[config.mk]
export PLATFORM = sky130hd
export DESIGN_NAME = alu_arbiter_flat
export DESIGN_NICKNAME = d
export VERILOG_FILES = /design/src/rtl/alu_arbiter_if.sv /design/src/rtl/alu_arbiter.sv /design/src/flat_wrapper.sv
export SDC_FILE = /design/constraint.sdc
export NUM_CORES = 1
export LEC_CHECK = 0
export CORE_MARGIN = 3
export CORE_UTILIZATION = 41
export CTS_BUF_LIST = sky130_fd_sc_hd__clkbuf_8 sky130_fd_sc_hd__clkbuf_16
export DETAILED_ROUTE_END_ITERATION = 10
export GPL_TIMING_DRIVEN = 0
export PLACE_DENSITY = 0.78
export SLEW_MARGIN = 20
export SYNTH_ARGS = -nofsm -noshare
export SYNTH_HDL_FRONTEND = slang
export SYNTH_SLANG_ARGS = --single-unit
[constraint.sdc]
create_clock -name clk -period 2.3 [get_ports clk]
set_input_delay 0.46 -clock clk [delete_from_list [all_inputs] [get_ports clk]]
set_output_delay 0.46 -clock clk [all_outputs]
set_load 0.02 [all_outputs]
[src/rtl/alu_arbiter_if.sv]
// rtl/alu_arbiter_if.sv - one requester's operation request and result response channels
interface alu_arbiter_if #(
    parameter int WIDTH = 32,
    parameter int OPW   = 4
);
    logic             req_valid;
    logic             req_ready;
    logic [OPW-1:0]   req_op;
    logic [WIDTH-1:0] req_a;
    logic [WIDTH-1:0] req_b;
    logic             rsp_valid;
    logic             rsp_ready;
    logic [WIDTH-1:0] rsp_result;
    logic             rsp_zero;

    modport master (
        output req_valid, req_op, req_a, req_b, rsp_ready,
        input  req_ready, rsp_valid, rsp_result, rsp_zero
    );

    modport slave (
        input  req_valid, req_op, req_a, req_b, rsp_ready,
        output req_ready, rsp_valid, rsp_result, rsp_zero
    );
endinterface

[src/rtl/alu_arbiter.sv]
// rtl/alu_arbiter.sv - round-robin sharing of one fixed-latency ALU between two requesters
module alu_arbiter #(
    parameter int WIDTH   = 32,
    parameter int OPW     = 4,
    parameter int ALU_LAT = 2
) (
    input  logic             clk,
    input  logic             rst_n,
    alu_arbiter_if.slave     port0,
    alu_arbiter_if.slave     port1,
    output logic [WIDTH-1:0] alu_a,
    output logic [WIDTH-1:0] alu_b,
    output logic [OPW-1:0]   alu_op,
    input  logic [WIDTH-1:0] alu_result,
    input  logic             alu_zero,
    output logic             busy
);

    typedef enum logic [1:0] {IDLE, EXEC, RESP} state_t;

    state_t           state, state_nxt;
    logic             rr_ptr;
    logic             owner;
    logic [3:0]       counter;
    logic             grant;
    logic             ready0, ready1;
    logic             accept;
    logic             capture;
    logic             rsp_take;
    logic             rsp_valid0, rsp_valid1;
    logic [WIDTH-1:0] rsp_result0, rsp_result1;
    logic             rsp_zero0, rsp_zero1;

    // Grant: a lone requester wins outright; on contention rr_ptr picks the port.
    always_comb begin
        grant = 1'b0;
        if (port0.req_valid && port1.req_valid) begin
            grant = rr_ptr;
        end else begin
            grant = port1.req_valid;
        end
    end

    // Next-state and handshake decode; ready is masked by rst_n so nothing
    // looks accepted while reset is held.
    always_comb begin
        state_nxt = state;
        ready0    = 1'b0;
        ready1    = 1'b0;
        accept    = 1'b0;
        capture   = 1'b0;
        rsp_take  = 1'b0;
        case (state)
            IDLE: begin
                ready0 = rst_n && !grant && port0.req_valid;
                ready1 = rst_n && grant && port1.req_valid;
                if (ready0 || ready1) begin
                    accept    = 1'b1;
                    state_nxt = EXEC;
                end
            end
            EXEC: begin
                if (counter == 4'd1) begin
                    capture   = 1'b1;
                    state_nxt = RESP;
                end
            end
            RESP: begin
                rsp_take = owner ? port1.rsp_ready : port0.rsp_ready;
                if (rsp_take) begin
                    state_nxt = IDLE;
                end
            end
            default: state_nxt = IDLE;
        endcase
    end

    // State register.
    always_ff @(posedge clk or negedge rst_n) begin
        if (!rst_n) begin
            state <= IDLE;
        end else begin
            state <= state_nxt;
        end
    end

    // Operand latch, latency counter, result capture and pointer update.
    always_ff @(posedge clk or negedge rst_n) begin
        if (!rst_n) begin
            rr_ptr      <= 1'b0;
            owner       <= 1'b0;
            counter     <= 4'd0;
            alu_a       <= '0;
            alu_b       <= '0;
            alu_op      <= '0;
            rsp_valid0  <= 1'b0;
            rsp_valid1  <= 1'b0;
            rsp_result0 <= '0;
            rsp_result1 <= '0;
            rsp_zero0   <= 1'b0;
            rsp_zero1   <= 1'b0;
        end else begin
            if (accept) begin
                owner   <= grant;
                counter <= 4'(ALU_LAT);
                alu_op  <= grant ? port1.req_op : port0.req_op;
                alu_a   <= grant ? port1.req_a  : port0.req_a;
                alu_b   <= grant ? port1.req_b  : port0.req_b;
            end else if (state == EXEC) begin
                counter <= counter - 4'd1;
            end
            if (capture) begin
                if (owner) begin
                    rsp_valid1  <= 1'b1;
                    rsp_result1 <= alu_result;
                    rsp_zero1   <= alu_zero;
                end else begin
                    rsp_valid0  <= 1'b1;
                    rsp_result0 <= alu_result;
                    rsp_zero0   <= alu_zero;
                end
            end
            if (rsp_take) begin
                rsp_valid0 <= 1'b0;
                rsp_valid1 <= 1'b0;
                rr_ptr     <= ~owner;
            end
        end
    end

    assign busy             = (state != IDLE);
    assign port0.req_ready  = ready0;
    assign port1.req_ready  = ready1;
    assign port0.rsp_valid  = rsp_valid0;
    assign port1.rsp_valid  = rsp_valid1;
    assign port0.rsp_result = rsp_result0;
    assign port1.rsp_result = rsp_result1;
    assign port0.rsp_zero   = rsp_zero0;
    assign port1.rsp_zero   = rsp_zero1;

endmodule

[src/flat_wrapper.sv]
// flat-port wrapper written by rule: the top's interface ports become plain ports
module alu_arbiter_flat 
#(
    parameter int WIDTH   = 32,
    parameter int OPW     = 4,
    parameter int ALU_LAT = 2
)
  (clk, rst_n, alu_a, alu_b, alu_op, alu_result, alu_zero, busy, port0_req_valid, port0_req_op, port0_req_a, port0_req_b, port0_rsp_ready, port0_req_ready, port0_rsp_valid, port0_rsp_result, port0_rsp_zero, port1_req_valid, port1_req_op, port1_req_a, port1_req_b, port1_rsp_ready, port1_req_ready, port1_rsp_valid, port1_rsp_result, port1_rsp_zero);
  alu_arbiter_if #(.WIDTH(WIDTH), .OPW(OPW)) port0_i ();
  alu_arbiter_if #(.WIDTH(WIDTH), .OPW(OPW)) port1_i ();
  input  logic clk;
  input  logic rst_n;
  output logic [WIDTH-1:0] alu_a;
  output logic [WIDTH-1:0] alu_b;
  output logic [OPW-1:0] alu_op;
  input  logic [WIDTH-1:0] alu_result;
  input  logic alu_zero;
  output logic busy;
  input wire logic [$bits(port0_i.req_valid)-1:0] port0_req_valid;
  input wire logic [$bits(port0_i.req_op)-1:0] port0_req_op;
  input wire logic [$bits(port0_i.req_a)-1:0] port0_req_a;
  input wire logic [$bits(port0_i.req_b)-1:0] port0_req_b;
  input wire logic [$bits(port0_i.rsp_ready)-1:0] port0_rsp_ready;
  output wire logic [$bits(port0_i.req_ready)-1:0] port0_req_ready;
  output wire logic [$bits(port0_i.rsp_valid)-1:0] port0_rsp_valid;
  output wire logic [$bits(port0_i.rsp_result)-1:0] port0_rsp_result;
  output wire logic [$bits(port0_i.rsp_zero)-1:0] port0_rsp_zero;
  input wire logic [$bits(port1_i.req_valid)-1:0] port1_req_valid;
  input wire logic [$bits(port1_i.req_op)-1:0] port1_req_op;
  input wire logic [$bits(port1_i.req_a)-1:0] port1_req_a;
  input wire logic [$bits(port1_i.req_b)-1:0] port1_req_b;
  input wire logic [$bits(port1_i.rsp_ready)-1:0] port1_rsp_ready;
  output wire logic [$bits(port1_i.req_ready)-1:0] port1_req_ready;
  output wire logic [$bits(port1_i.rsp_valid)-1:0] port1_rsp_valid;
  output wire logic [$bits(port1_i.rsp_result)-1:0] port1_rsp_result;
  output wire logic [$bits(port1_i.rsp_zero)-1:0] port1_rsp_zero;
  assign port0_i.req_valid = port0_req_valid;
  assign port0_i.req_op = port0_req_op;
  assign port0_i.req_a = port0_req_a;
  assign port0_i.req_b = port0_req_b;
  assign port0_i.rsp_ready = port0_rsp_ready;
  assign port0_req_ready = port0_i.req_ready;
  assign port0_rsp_valid = port0_i.rsp_valid;
  assign port0_rsp_result = port0_i.rsp_result;
  assign port0_rsp_zero = port0_i.rsp_zero;
  assign port1_i.req_valid = port1_req_valid;
  assign port1_i.req_op = port1_req_op;
  assign port1_i.req_a = port1_req_a;
  assign port1_i.req_b = port1_req_b;
  assign port1_i.rsp_ready = port1_rsp_ready;
  assign port1_req_ready = port1_i.req_ready;
  assign port1_rsp_valid = port1_i.rsp_valid;
  assign port1_rsp_result = port1_i.rsp_result;
  assign port1_rsp_zero = port1_i.rsp_zero;
  alu_arbiter #(.WIDTH(WIDTH), .OPW(OPW), .ALU_LAT(ALU_LAT)) u_core (.clk(clk), .rst_n(rst_n), .port0(port0_i), .port1(port1_i), .alu_a(alu_a), .alu_b(alu_b), .alu_op(alu_op), .alu_result(alu_result), .alu_zero(alu_zero), .busy(busy));
endmodule
==> metrics.md, run 1 <==
| Metric | Value |
|---|---|
| Cell variety after synth | 34 |
| Initial core utilization | 42.6% |
| Max-slew violation count | 0 |
| Vias per cell | 5.59 |
| H-tree depth | 4 |
| Number of max-cap violations | 0 |
| Router iterations before antenna repair | 5 |
| Startpoint Class | primary input |
| CORE AREA | 15,400 µm² |
| Avg Cell Area, Syn | 11.0 µm² |
| First-pass GRT wire length | 36,700 µm |
| # port buffers | 312 |
| Clock-pin slew on the worst setup and hold paths | 0.06 ns |
| Ant. Diodes | 0 |
| Reg2reg end | u_core.port0.rsp_result[4] |
| Seq/Total Area, Yosys | 54.8% |
| GP Congestion | 0.846 |
| Relative slew slack | 62.3% |
| Mapped Cells | 596 |
| Initial drt markers | 341 |
| Final worst slack | 0.0668 ns |
| Total gr overflow | 0 |
| Worst hold path type | primary input to asynchronous set/reset pin |
| Worst Tran Pin Value | 0.566 ns |
| Reg2Reg Setup Slack | 0.25 ns |
| Max FO, Critical Path | 10 |
| Final setup fails | 0 |
| CP required | 1.84 ns |
| Failing checks | negative hold slack |
| Syn Nets | 773 |
| Vias in the first global route | 6,536 |
| Status | finished, violations left |
| Clk Latency, worst-skew pair | 0.42 ns |
| Post-DR wirelength/cell | 20.6 µm |
| Setup WS pre-CTS | -0.922 ns |
| Part of the cycle the worst path needs | 97.1% |
| Clock Path Buffers | 2 |
| CTS tree | yes |
| CTS root buf | clkbuf_16 |
| Clock Skew | 0.00740 ns |
| Num CTS Buffers | 17 |
| Largest net degree at the start of global routing | 78 |
| Worst endpoint data arrival time | 1.77 ns |
| Final hold vios | 67 |
| Die H | 133 µm |
| RSZ-0062 raised after global routing | no |
| Num ports | 314 |
| Peak supply drop | 657 µV |
| Fin crit period | 2.23 ns |
| Post-Syn Area | 6570 µm² |
| Leak | 0.00409 µW |
| Power Dens Cells | 1320 nW/µm² |
| Die ar. | 17,600 µm² |
| DRC violations left | 0 |
| Flops & latches, synth | 144 |
| Non-filler instance count after layout | 1,155 |
| Worst R2R Start | u_core.counter[1] |
| Layout cell share with drive strength beyond 1 | 14.7% |
| DP Cell Count | 1,120 |
| Via Count | 6,459 |
| Area Overhead vs Synth | 61.5% |
| Cell Rows | 45 |
| Overall routing resource usage | 26.6% |
| Nets | 1,108 |
| Worst R2R Path Depth | 6 |
| HPWL Detailed | 17,800 µm |
| WL final | 23,700 µm |
| Die width | 133 µm |
| Crit path kind | primary input to output port |
| F_max | 448 MHz |
| Hold slack | -0.0692 ns |
| Warnings, synthesis | 0 |
| Initial antenna violation count | 0 |
| Antenna Nets Post-Route | 0 |
| Sink Count | 144 |
| CP Capture Type | output port |
-- placed cells by master (no fill, tap or decap), types with 8 or more instances in the layout --
master,instances
a21oi_1,70
a31oi_1,68
buf_2,17
clkbuf_1,45
clkbuf_16,17
clkdlybuf4s50_1,309
dfrtp_1,141
mux2_2,67
nand2_1,8
o211ai_1,69
o21ai_0,70
-- area by class of cell --
class	instances	area, µm²
multi-input combinational	379	2670
timing repair buffer	317	3190
clock inverter	15	134
clock buffer	17	425
buffer	66	304
inverter	6	22.5
tap	211	264
fill	1233	4810
sequential	144	3610
-- cell usage after synthesis, drive strengths merged --
cell type    n  area share, %
o21a         1           0.11
xor2         1           0.13
clkbuf      46            2.6
mux2        68             12
ha           2           0.38
nor4         1          0.095
a31oi       68            6.5
inv          6           0.34
o21ai       71            5.4
nor3b        3           0.69
a22o         1           0.13
o2bb2ai      1           0.13
buf         21            1.9
nor2b        2           0.23
and2         2           0.19
dfrtp      144             55
and2b        1           0.11
nand3        1           0.15
a21boi       1           0.11
nand2        8           0.46
nor2         3           0.17
o211ai      69            7.9
nand3b       1           0.11
or2          2           0.19
nand2b       2           0.19
a21oi       70            5.3
-- stage by stage --
step,util (%),setup TNS [ns],area [µm²],power [µW]
2_1_floorplan,-,0,6570,7840
3_3_place_gp,64.6,-1129.38,9960,11200
3_5_place_dp,64.8,-4.04,9990,11400
4_1_cts,68.6,0,10600,14100
5_1_grt,68.8,0,10600,14800
6_report,68.8,0,10600,14000
-- worst max-delay path: stages --
cell             delay, ns
clkdlybuf4s50_1       0.56
nor2b_4               0.19
buf_4                 0.19
nor2_2                0.06
and2_1                0.15
buf_2                 0.16
-- worst max path at each step --
stage	to	cells past startpoint	slack (ns)	from
after floorplan	port1_req_ready	4	0.46	rst_n
after global placement	port1_req_ready	6	-5.99	rst_n
after detailed placement	port1_req_ready	6	-0.92	rst_n
after CTS	busy	2	0.02	u_core.state[0]
after global routing	port0_req_ready	6	0.004	port0_req_valid
final	port1_req_ready	6	0.07	port0_req_valid
-- routing by layer --
| metal | track usage (%) | vias to the layer above | routed length, µm |
|---|---|---|---|
| met5 | 0 | - | 0 |
| met4 | 8.55 | 0 | 711 |
| met3 | 11.9 | 49 | 2700 |
| met2 | 46.3 | 345 | 11700 |
| met1 | 29.2 | 3131 | 8620 |
| li1 | - | 2934 | - |
-- repair_timing --
item	4_1_cts	5_1_grt
endpoints found under the hold margin	67	67
buffers inserted	1	3
pin swaps	1	0
endpoints found under the setup margin	2	3
gates resized for setup	20	3
-- where the power goes --
group / switching, µW / internal, µW
Combinational: 3440 / 3410
Clock: 1120 / 1500
Sequential: 747 / 3790
Total: 5300 / 8710
-- sequential cells by signal (all words and copies together), names as in the netlist --
name / cells
u_core.alu_op: 4
u_core.owner: 1
u_core.port1.rsp_valid: 1
u_core.port0.rsp_result: 32
u_core.port0.rsp_zero: 1
u_core.port1.rsp_zero: 1
u_core.alu_b: 32
u_core.counter: 4
u_core.rr_ptr: 1
u_core.port1.rsp_result: 32
u_core.port0.rsp_valid: 1
u_core.state: 2
u_core.alu_a: 32
-- cells by family (layout without fill, tap and decap cells) --
kind of cell | count (synthesis) | count (layout) | share of synthesized area (%)
compound gates | 282 | 282 | 25.6
flops | 144 | 144 | 54.8
buf+inv | 73 | 421 | 4.84
mux | 68 | 68 | 11.7
simple gates | 26 | 26 | 2.59
fa+ha+maj | 2 | 2 | 0.381
xor+xnor | 1 | 1 | 0.133
Power figures use the tool's default switching activity.
==> run 2: changes to the inputs <==
--- a/config.mk
+++ b/config.mk
@@ -8,6 +8,7 @@
 export CORE_MARGIN = 3
 export CORE_UTILIZATION = 41
 export CTS_BUF_LIST = sky130_fd_sc_hd__clkbuf_8 sky130_fd_sc_hd__clkbuf_16
+export CTS_CLUSTER_DIAMETER = 150
 export DETAILED_ROUTE_END_ITERATION = 10
 export GPL_TIMING_DRIVEN = 0
 export PLACE_DENSITY = 0.78
==> results of run 2 <==
No change in the layout: final DEF, timing and power equal those of run 1.
==> run 3: changes to the inputs <==
--- a/config.mk
+++ b/config.mk
@@ -5,6 +5,7 @@
 export SDC_FILE = /design/constraint.sdc
 export NUM_CORES = 1
 export LEC_CHECK = 0
+export CAP_MARGIN = 30
 export CORE_MARGIN = 3
 export CORE_UTILIZATION = 41
 export CTS_BUF_LIST = sky130_fd_sc_hd__clkbuf_8 sky130_fd_sc_hd__clkbuf_16
@@ -12,6 +13,7 @@
 export DETAILED_ROUTE_END_ITERATION = 10
 export GPL_TIMING_DRIVEN = 0
 export PLACE_DENSITY = 0.78
+export REMOVE_ABC_BUFFERS = 1
 export SLEW_MARGIN = 20
 export SYNTH_ARGS = -nofsm -noshare
 export SYNTH_HDL_FRONTEND = slang
==> metrics.md, run 3 (synthesis gave the netlist of run 1 again) <==
| Metric | Value |
|---|---|
| Startpoint Class | register (was primary input) |
| Overall routing resource usage | 27.5% (was 26.6%) |
| Register area | 3610 µm² (about the same) |
| Initial drt markers | 341 (unchanged) |
| Max stage delay cell, worst path | clkdlybuf4s50_1 (unchanged) |
| Via Count | 6,444 (was 6,459) |
| DP Cell Count | 1,068 (was 1,120) |
| RSZ-0062 raised after global routing | no (unchanged) |
| Crit-path cells | or2_2 > clkdlybuf4s50_1 (was clkdlybuf4s50_1 > nor2b_4 > buf_4 > nor2_2 > and2_1 > buf_2) |
| Clock Skew | 0.0106 ns (was 0.00740 ns) |
| H-tree depth | 4 (unchanged) |
| Worst endpoint data arrival time | 1.74 ns (was 1.77 ns) |
| Area Overhead vs Synth | 64.8% (was 61.5%) |
| F_max | 456 MHz (was 448 MHz) |
| Sink Count | 144 (unchanged) |
| CTS tree | yes (unchanged) |
| WL final | 24,700 µm (was 23,700 µm) |
| Multi-input logic area | 2690 µm² (was 2670 µm²) |
| Num ports | 314 (unchanged) |
| Part of the cycle the worst path needs | 95.4% (was 97.1%) |
| Vias in the first global route | 6,594 (was 6,536) |
| WP buf/inv | 1 (was 3) |
| Sequential share of power | 32.1% (was 32.4%) |
| Final hold vios | 0 (was 67) |
| Nets | 1,068 (was 1,108) |
| Post-DR wirelength/cell | 22.1 µm (was 20.6 µm) |
| Fillers | 1,151 (was 1,233) |
| Initial core utilization | 42.6% (unchanged) |
| Sw Pwr | 5460 µW (was 5300 µW) |
| Setup WS pre-CTS | -1.33 ns (was -0.922 ns) |
| Leak | 0.00420 µW (was 0.00409 µW) |
| Worst Tran Pin Value | 0.717 ns (was 0.566 ns) |
| Clock Path Buffers | 2 (unchanged) |
| GP Congestion | 0.815 (was 0.846) |
| Final Core Density | 70.2% (was 68.8%) |
| Largest net degree at the start of global routing | 71 (was 78) |
| Antenna Nets Post-Route | 0 (unchanged) |
| Most frequent cells in the layout | 309 x clkdlybuf4s50_1, 141 x dfrtp_1, 70 x o21ai_0, 70 x a21oi_1, 69 x o211ai_1 (unchanged) |
| Worst R2R Path Depth | 7 (was 6) |
| Final setup fails | 0 (unchanged) |
| Vias per cell | 5.77 (was 5.59) |
| DRC violations left | 0 (unchanged) |
| Combinational power share | 48.7% (was 48.9%) |
| CP Capture Type | output port (unchanged) |
| Clock-pin slew on the worst setup and hold paths | 0.06 ns (about the same) |
| Total gr overflow | 0 (unchanged) |
| Worst R2R Start | u_core.counter[1] (unchanged) |
| Fin crit period | 2.20 ns (was 2.23 ns) |
| Max-slew violation count | 0 (unchanged) |
| CTS root buf | clkbuf_16 (unchanged) |
| Max FO, Critical Path | 7 (was 10) |
| Die H | 133 µm (unchanged) |
| Clock share of power | 19.1% (was 18.7%) |
| # port buffers | 313 (was 312) |
| Worst hold path type | primary input to asynchronous set/reset pin (unchanged) |
| Crit path from | u_core.state[0] (was port0_req_valid) |
| Commonest non-fill, non-tap cell in the layout | clkdlybuf4s50_1 (unchanged) |
| Layout cell share with drive strength beyond 1 | 16.2% (was 14.7%) |
| Initial antenna violation count | 2 (was 0) |
| Power Dens Cells | 1320 nW/µm² (about the same) |
| Sw frac | 38.1% (was 37.9%) |
| First-pass GRT wire length | 38,300 µm (was 36,700 µm) |
| Crit path max-delay family | buffers and inverters (unchanged) |
| Cell Rows | 45 (unchanged) |
| Status | completed (was finished, violations left) |
| Peak supply drop | 684 µV (was 657 µV) |
| Crit path kind | register to output port (was primary input to output port) |
| Die width | 133 µm (unchanged) |
| Router iterations before antenna repair | 5 (unchanged) |
| Non-filler instance count after layout | 1,117 (was 1,155) |
| Critical Path Max Stage Delay | 0.57 ns (was 0.56 ns) |
| HPWL Detailed | 16,400 µm (was 17,800 µm) |
| Die ar. | 17,600 µm² (unchanged) |
| Number of max-cap violations | 0 (unchanged) |
| Clk Latency, worst-skew pair | 0.41 ns (was 0.42 ns) |
| CORE AREA | 15,400 µm² (unchanged) |
| Num CTS Buffers | 17 (unchanged) |
| Final worst slack | 0.105 ns (was 0.0668 ns) |
| CP required | 1.84 ns (about the same) |
| Total power | 14,300 µW (was 14,000 µW) |
| Relative slew slack | 52.1% (was 62.3%) |
| Levels on crit path | 2 (was 6) |
| Pint | 8850 µW (was 8710 µW) |
[run 3: cell count changes in the layout (fill, tap and decap cells not counted), sizes merged]
cell	change
clkbuf	-43
bufbuf	+4
buf	-2
diode	+2
clkdlybuf4s15	+1
clkinv	+1
clkinvlp	-1
inv	-1
nor2b	+1
[run 3: stage by stage]
step           setup TNS (ns)  area (µm²)  hold slack, ns
3_5_place_dp           -59.31        9930           0.396
2_1_floorplan         -285.56        6280           0.164
3_3_place_gp         -1617.89        9670           0.469
5_1_grt                     0       10800          0.0847
4_1_cts                     0       10800          0.0803
6_report                    0       10800          0.0955
[run 3: power by group through the flow]
stage / clock [µW] / sequential, µW / combinational (µW)
after floorplan: 0 / 5970 / 1790
after global placement: 0 / 4540 / 6490
after detailed placement: 0 / 4600 / 6840
after CTS: 2780 / 4590 / 6980
after global routing: 2890 / 4740 / 7380
final: 2740 / 4600 / 6970
[run 3: layout make-up]
cell class	count	share of cell area [%]
Timing Repair Buffer	342	33.7
Sequential cell	144	33.3
Multi-Input combinational cell	380	24.8
Clock buffer	18	4.05
Tap cell	211	2.44
Clock inverter	14	1.37
Inverter	6	0.231
Antenna cell	2	0.0462
[run 3: worst paths after layout]
path	end	slack [ns]
setup / recovery	busy	0.10
hold reg to reg	u_core.port0.rsp_valid	0.50
max in group asynchronous	u_core.state[0]	1.90
hold / removal	u_core.alu_b[10]	0.1
min in group clk	u_core.alu_b[4]	0.49
setup reg to reg	u_core.port0.rsp_result[12]	0.20
[run 3: worst register-to-register path: cells and delay by family, from the launching register on]
kind	cells	cell delay, ns
fa+ha+maj	1	0.15
buf+inv	3	0.48
simple gates	2	0.61
mux	1	0.36
flops	1	0.39
[run 3: metal layers]
layer  routed length (µm)  global-route usage (%)
met1                 9430                    32.5
met5                    0                       0
met2                12100                    47.5
met4                  676                    8.55
met3                 2450                    9.43
[run 3: repair_timing]
| item | CTS | global route |
|---|---|---|
| buffers inserted | 4 | 2 |
| gates resized for setup | 11 | 5 |
| setup endpoints to repair | 119 | 2 |
| gates cloned | 5 | 0 |
| endpoints found under the hold margin | 50 | 0 |
| pin swaps | 0 | 0 |
| hold buffers | 4 | 0 |
